<file path="src/rtl/universal_shift_reg_pkg.sv">
// ----------------------------------------------------------------------------
// universal_shift_reg_pkg
//   Shared definitions for the universal shift register.
//   Holds the mode-select encoding used on the 2-bit sel input.
// ----------------------------------------------------------------------------
package universal_shift_reg_pkg;

  typedef enum logic [1:0] {
    MODE_HOLD = 2'b00,
    MODE_SHR  = 2'b01,
    MODE_SHL  = 2'b10,
    MODE_LOAD = 2'b11
  } usr_mode_e;

  localparam int unsigned MODE_W = 2;

endpackage : universal_shift_reg_pkg

</file>
<file path="src/rtl/universal_shift_reg_bit_cell.sv">
// ----------------------------------------------------------------------------
// usr_bit_cell
//   Per-bit 4:1 next-state selector for the universal shift register.
//   Purely combinational; the register itself lives in the top level.
// Ports
//   sel       in  2  mode select (see universal_shift_reg_pkg)
//   hold_bit  in  1  current value of this bit
//   right_bit in  1  value shifted in on a right shift (upper neighbour or serial in)
//   left_bit  in  1  value shifted in on a left shift (lower neighbour or serial in)
//   load_bit  in  1  parallel load value for this bit
//   nxt_bit   out 1  value this bit takes on the next rising edge
// ----------------------------------------------------------------------------
module usr_bit_cell
  import universal_shift_reg_pkg::*;
(
  input  logic [MODE_W-1:0] sel,
  input  logic              hold_bit,
  input  logic              right_bit,
  input  logic              left_bit,
  input  logic              load_bit,
  output logic              nxt_bit
);

  always_comb begin
    nxt_bit = hold_bit;
    case (usr_mode_e'(sel))
      MODE_HOLD: nxt_bit = hold_bit;
      MODE_SHR:  nxt_bit = right_bit;
      MODE_SHL:  nxt_bit = left_bit;
      MODE_LOAD: nxt_bit = load_bit;
      default:   nxt_bit = hold_bit;
    endcase
  end

endmodule : usr_bit_cell

</file>
<file path="src/rtl/universal_shift_reg.sv">
// ----------------------------------------------------------------------------
// universal_shift_reg
//   Parameterised universal shift register: hold, shift right with serial
//   fill, shift left with serial fill, parallel load. One clock of latency
//   from sampled inputs to out; out is driven straight from flops.
// Parameters
//   WIDTH    register width in bits (>= 2)
// Ports
//   clk      in   1      rising-edge clock
//   reset    in   1      synchronous, active-high; clears out, overrides sel
//   sel      in   2      00 hold, 01 shift right, 10 shift left, 11 load
//   in_load  in   WIDTH  parallel load data (used only when sel=11)
//   in       in   1      serial fill bit (used only when sel=01 or 10)
//   out      out  WIDTH  register contents
// ----------------------------------------------------------------------------
module universal_shift_reg
  import universal_shift_reg_pkg::*;
#(
  parameter int unsigned WIDTH = 4
) (
  input  logic              clk,
  input  logic              reset,
  input  logic [MODE_W-1:0] sel,
  input  logic [WIDTH-1:0]  in_load,
  input  logic              in,
  output logic [WIDTH-1:0]  out
);

  logic [WIDTH-1:0] nxt_p0;

  // Stage p0: per-bit next-state selection. Right shift moves data toward
  // the LSB, so bit i takes bit i+1 and the MSB takes the serial input;
  // left shift is the mirror image.
  for (genvar i = 0; i < WIDTH; i++) begin : g_bit
    logic right_src;
    logic left_src;

    if (i == WIDTH - 1) begin : g_msb
      assign right_src = in;
    end else begin : g_not_msb
      assign right_src = out[i+1];
    end

    if (i == 0) begin : g_lsb
      assign left_src = in;
    end else begin : g_not_lsb
      assign left_src = out[i-1];
    end

    usr_bit_cell u_cell (
      .sel       (sel),
      .hold_bit  (out[i]),
      .right_bit (right_src),
      .left_bit  (left_src),
      .load_bit  (in_load[i]),
      .nxt_bit   (nxt_p0[i])
    );
  end

  // Stage p1: the architectural register; reset has priority over any mode.
  always_ff @(posedge clk) begin
    if (reset) begin
      out <= '0;
    end else begin
      out <= nxt_p0;
    end
  end

endmodule : universal_shift_reg

</file>
<file path="config.mk">
export PLATFORM = sky130hd
export DESIGN_NAME = universal_shift_reg
export DESIGN_NICKNAME = d
export VERILOG_FILES = /design/src/rtl/universal_shift_reg_pkg.sv /design/src/rtl/universal_shift_reg_bit_cell.sv /design/src/rtl/universal_shift_reg.sv
export SDC_FILE = /design/constraint.sdc
export NUM_CORES = 1
export LEC_CHECK = 0
export CAP_MARGIN = 20
export CORE_AREA = 2 2 39 41
export CTS_BUF_LIST = sky130_fd_sc_hd__clkbuf_16
export DETAILED_ROUTE_END_ITERATION = 8
export DIE_AREA = 0 0 41 43
export PLACE_DENSITY_LB_ADDON = 0.12
export SYNTH_ARGS = -nofsm -noshare
export SYNTH_HDL_FRONTEND = slang
export SYNTH_SLANG_ARGS = --single-unit
</file>
<file path="constraint.sdc">
create_clock -name clk -period 1.2 [get_ports clk]
set_clock_uncertainty 0.15 [all_clocks]
set_input_delay 0.12 -clock clk [delete_from_list [all_inputs] [get_ports clk]]
set_output_delay 0.12 -clock clk [all_outputs]
set_load 0.01 [all_outputs]
</file>
After elaboration in Yosys (flattened, before gate mapping). Index checks and enable logic that the tools add are counted.

Equal/unequal tests: 3. Muxes and demuxes: 4. Reduce and logical (&&, ||, !) cells: 1.

Operators by type and width (count): 1-bit case mux with 3 select lines (4); 2-bit equality test (second input constant) (2); 2-bit by 1-bit equality test with 1-bit output (second input constant) (1); 2-bit zero test (1).

Flip-flop bits (word level): 4. Input port bits: 9. Output and inout port bits: 4. Logic and storage cells: 9.

Longest topological paths before layout. Gate-level depths: netlist of run 1.

Depth after elaboration: 2. Mapped depth: 2.

By module. Synthesis of run 1 repeated with hierarchy kept, for this count alone.

Cell total of the unflattened synthesis: 12. Area total of the unflattened synthesis: 195.2 um2.

Modules (own cells, without submodules): universal_shift_reg (times used 1, cells an instance 8, area an instance 105.1 um2, seq. area each 80.1 um2); usr_bit_cell (times used 4, cells an instance 1, area an instance 22.5 um2, seq. area each 0.0 um2).

Worst setup path after synthesis of run 1. OpenSTA, ideal clock, no wires.

Path type: reg2reg. Start point: reg out[1]. End point: reg out[0]. Library setup time: 0.114 ns. Data arrival time: 0.899 ns. Data required time: 0.936 ns. Setup slack: 0.037 ns. Stages on the path, launching flop included: 3. Buffers on the path: 0. Period minus slack after synthesis: 1.163 ns. Cells stage by stage: dfxtp_1 mux4_1 nor2b_1.

Cells in the longest elaborated chain, start to end: 1.

RTL lines: start, declared (RTL line universal_shift_reg.sv:26) `output logic [WIDTH-1:0] out`; start signal, assigned (RTL line universal_shift_reg.sv:65) `out <= nxt_p0;`; 1-bit case mux with 3 select lines (RTL line universal_shift_reg_bit_cell.sv:26) `case (usr_mode_e'(sel))`.

No other way between the ends. A chain may end at the register's enable or synchronous reset.

Final worst setup path of run 1.
Start point: in in. End point: reg out[0].

Cells in the longest elaborated chain, start to end: 1.

RTL lines: start, declared (RTL line universal_shift_reg.sv:25) `input logic in,`; 1-bit case mux with 3 select lines (RTL line universal_shift_reg_bit_cell.sv:26).

No other way between the ends.

==> results summary, run 1 <==
The run finished with clean final reports. The depth of the worst register-to-register path came out at 2. Global routing finished with a remaining overflow of 0. The largest registers in the layout are out (4). For this run, the top clock speed supported by timing is 855 MHz. The number of global-route vias before repair is 204. The highest ir drop seen on vdd is 0.000402 V. The layout has 153 filler cells.

Ranked by total cell area, the synthesized netlist is headed by dfxtp_1, mux4_2, buf_4, mux4_1, nor2b_1. The starting utilization of the core area is 16.5%. The number of port buffers is 12. Detailed placement finished with a half-perimeter wire length of 422 µm.

The buffer levels on the longest clock path came out at 2. The average vias per placed instance is 3.80. In this run the mean area of a mapped cell was 14.3 µm². The final-report setup violation count came out at 0. The cell taking the most area after synthesis is dfxtp_1.

Setup repair after global routing could not meet its margin everywhere. The count of mapped cells out of synthesis is 16. Dividing the detail-routed wire length by the instance count gives 11.4 µm. The post-synthesis net count came out at 25. The share of layout cells above drive strength 1 came out at 35.7%. The clock root buffer is clkbuf_16. Following the worst setup path forward leads to its endpoint at out[0]. The total of max-cap violations is 0. The final routed DRC violation total came out at 0. From bottom edge to top edge, the die measures 43 µm. The total of flip-flops plus latches after synthesis came out at 4. The first element of the critical path is in. The number of slew-limit violations in the final report is 0. The maximum level of the CTS H-tree is 1. The boundary pin count came out at 13.

The placeable core region is 0.00138 mm². The clock latency of the later-clocked register in the worst-skew pair is 0.22 ns. TritonCTS built the clock tree.

The floorplan has 14 rows. The sink count of the clock tree came out at 4. The violation count after the first detailed-routing iteration came out at 2. The netlist area before placement came out at 229 µm². The post-layout minimum cycle time came out at 1.17 ns. 0 antenna diodes ended up in the layout. The critical path is of the in2reg type. The maximum number of pins on one net before global-route repair came out at 5. For the worst setup path, the data required time is 1.16 ns. The first-pass iteration count of the detailed router came out at 2. The sequential area share after synthesis came out at 35.0%.

Counting distinct cell types in the post-synthesis netlist gives 5. The initial antenna violation count came out at 0. The category of the worst setup path launch point is an input port. The global-route wire length before repair is 800 µm. The number of standard cells in the layout, taps in and fillers out is 44. The number of placed cells counting well taps came out at 41. The critical path endpoint category is a flip-flop. The tightest min-delay check is of the in2reg type. The largest fanout on the critical path is 2.

The clock-pin slew on the worst setup and hold paths came out at 0.03 ns. The worst register-to-register path begins at out[1]. The portion of synthesized cell area occupied by the leading cell type came out at 35.0%. Routability-driven placement finished with a final weighted congestion of 0.660. Across all layers, the routed design uses 167 vias. The number of hold violations in the final report was 0. The number of nets with antenna violations after detailed routing came out at 0. The setup TNS after final layout came out at 0 ns.

The ratio of final minimum period to clock period is 97.5%. The number of flip-flops under the largest register name came out at 4. The worst pin sits at a relative slew slack of 85.0%. The minimum setup slack among reg-to-reg paths came out at 0.03 ns.

For the worst setup path, the data arrival time is 1.13 ns. The power per standard cell area is 1790 mW/mm². The total global routing track utilization came out at 7.39%.

The CTS buffer count came out at 3. For the pin with the worst max-slew slack, the measured transition is 0.225 ns. The number of warnings issued by yosys came out at 0. The final wirelength is 503 µm. Buffers inserted to repair hold after CTS numbered 0. The leakage power total came out at 0.174 nW. The final worst setup slack came out at 0.0300 ns. The critical register-to-register path endpoint is out[1]. The die area came out at 0.00176 mm². The horizontal extent of the die is 41 µm. The worst slack after detailed placement came out at -0.494 ns. out holds more flip-flops than any other register.

Relative to the synthesized area, the layout overhead comes to 80.9%. The number of nets at the end of the flow came out at 39.
-- report_power, final --
group | internal [W] | leakage (nW) | switching [W] | total [W]
combinational | 0.0000563 | 0.103 | 0.0000216 | 0.0000779
clock | 0.000425 | 0.0370 | 0.0000859 | 0.000511
sequential | 0.000144 | 0.0337 | 0.00000796 | 0.000152
total | 0.000625 | 0.174 | 0.000115 | 0.000741
-- per-stage QoR --
stage | instance area, µm² | utilization [%] | total power, W | hold slack (ns)
2_1_floorplan | 229 | - | 0.000194 | 0.0416
3_3_place_gp | 347 | 25.0 | 0.000240 | 0.557
3_5_place_dp | 347 | 25.0 | 0.000239 | 0.581
4_1_cts | 412 | 29.7 | 0.000753 | 0.378
5_1_grt | 414 | 29.9 | 0.000776 | 0.417
6_report | 414 | 29.9 | 0.000741 | 0.368
-- worst max-delay path, stage by stage --
cell	delay (ns)
clkdlybuf4s50_1	0.42
mux4_2	0.45
nor2b_1	0.14
-- kinds of logic (layout without fill, tap and decap cells) --
group         after synthesis  in the layout  share of synthesized area (%)
buf+inv                     4             16                           13.1
flops                       4              4                           35.0
mux                         4              4                           41.0
simple gates                4              4                           10.9
-- layer usage --
metal | vias to the layer above | track usage [%] | share of wire [%]
li1 | 80 | - | -
met1 | 79 | 8.25 | 42
met2 | 8 | 10.3 | 52
met3 | 0 | 1.57 | 5.8
met4 | 0 | 8.00 | 0
met5 | - | 0 | 0
-- cells in the mapped netlist --
library cell,count
buf_4,4
dfxtp_1,4
nor2b_1,4
mux4_2,3
mux4_1,1
-- final cells by class --
| type | instances | area [µm²] | share of cell area [%] |
|---|---|---|---|
| flip-flops and latches | 4 | 82.6 | 19.9 |
| multi-input cells | 8 | 115 | 27.8 |
| well taps | 16 | 20.0 | 4.83 |
| clock buffers | 3 | 75.1 | 18.1 |
| repair buffers | 13 | 121 | 29.3 |
-- worst min-delay path by stage --
| stage | startpoint | to | slack (ns) | cells past startpoint |
|---|---|---|---|---|
| 2_1_floorplan | reset | out[0] | 0.04 | 1 |
| 3_3_place_gp | out[0] | out[0] | 0.56 | 2 |
| 3_5_place_dp | out[0] | out[0] | 0.58 | 2 |
| 4_1_cts | sel[1] | out[1] | 0.38 | 3 |
| 5_1_grt | sel[1] | out[1] | 0.42 | 3 |
| 6_report | sel[1] | out[1] | 0.37 | 3 |
-- what timing repair did --
action / in CTS / in global routing
resized for setup: 8 / 2
gates cloned: 0 / 0
endpoints found under the setup margin: 8 / 4
pin swaps: 0 / 0
buffers inserted: 0 / 0
-- placed cells by master (no fill, tap or decap) --
cell type        instances
mux4_2                   4
clkbuf_16                3
dlygate4sd2_1            5
dfxtp_2                  2
buf_4                    1
clkdlybuf4s50_1          6
nor2b_1                  4
clkdlybuf4s15_1          1
dfxtp_1                  2
(Power assumes the default switching activity.)
==> inputs of run 2 (changes only) <==
--- a/config.mk
+++ b/config.mk
@@ -11,6 +11,7 @@
 export DETAILED_ROUTE_END_ITERATION = 8
 export DIE_AREA = 0 0 41 43
 export PLACE_DENSITY_LB_ADDON = 0.12
+export SKIP_LAST_GASP = 1
 export SYNTH_ARGS = -nofsm -noshare
 export SYNTH_HDL_FRONTEND = slang
 export SYNTH_SLANG_ARGS = --single-unit
==> results of run 2 <==
The final DEF is identical to that of run 1; final timing and power are the same.
Among the figures that moved: number of gates resized after CTS 8 -> 6; wire length of the first global-routing pass 800 µm -> 821 µm; via count of the first global-routing pass 204 -> 208; overall routing resource usage 7.39% -> 7.59%; met1 usage 8.25% -> 8.91%
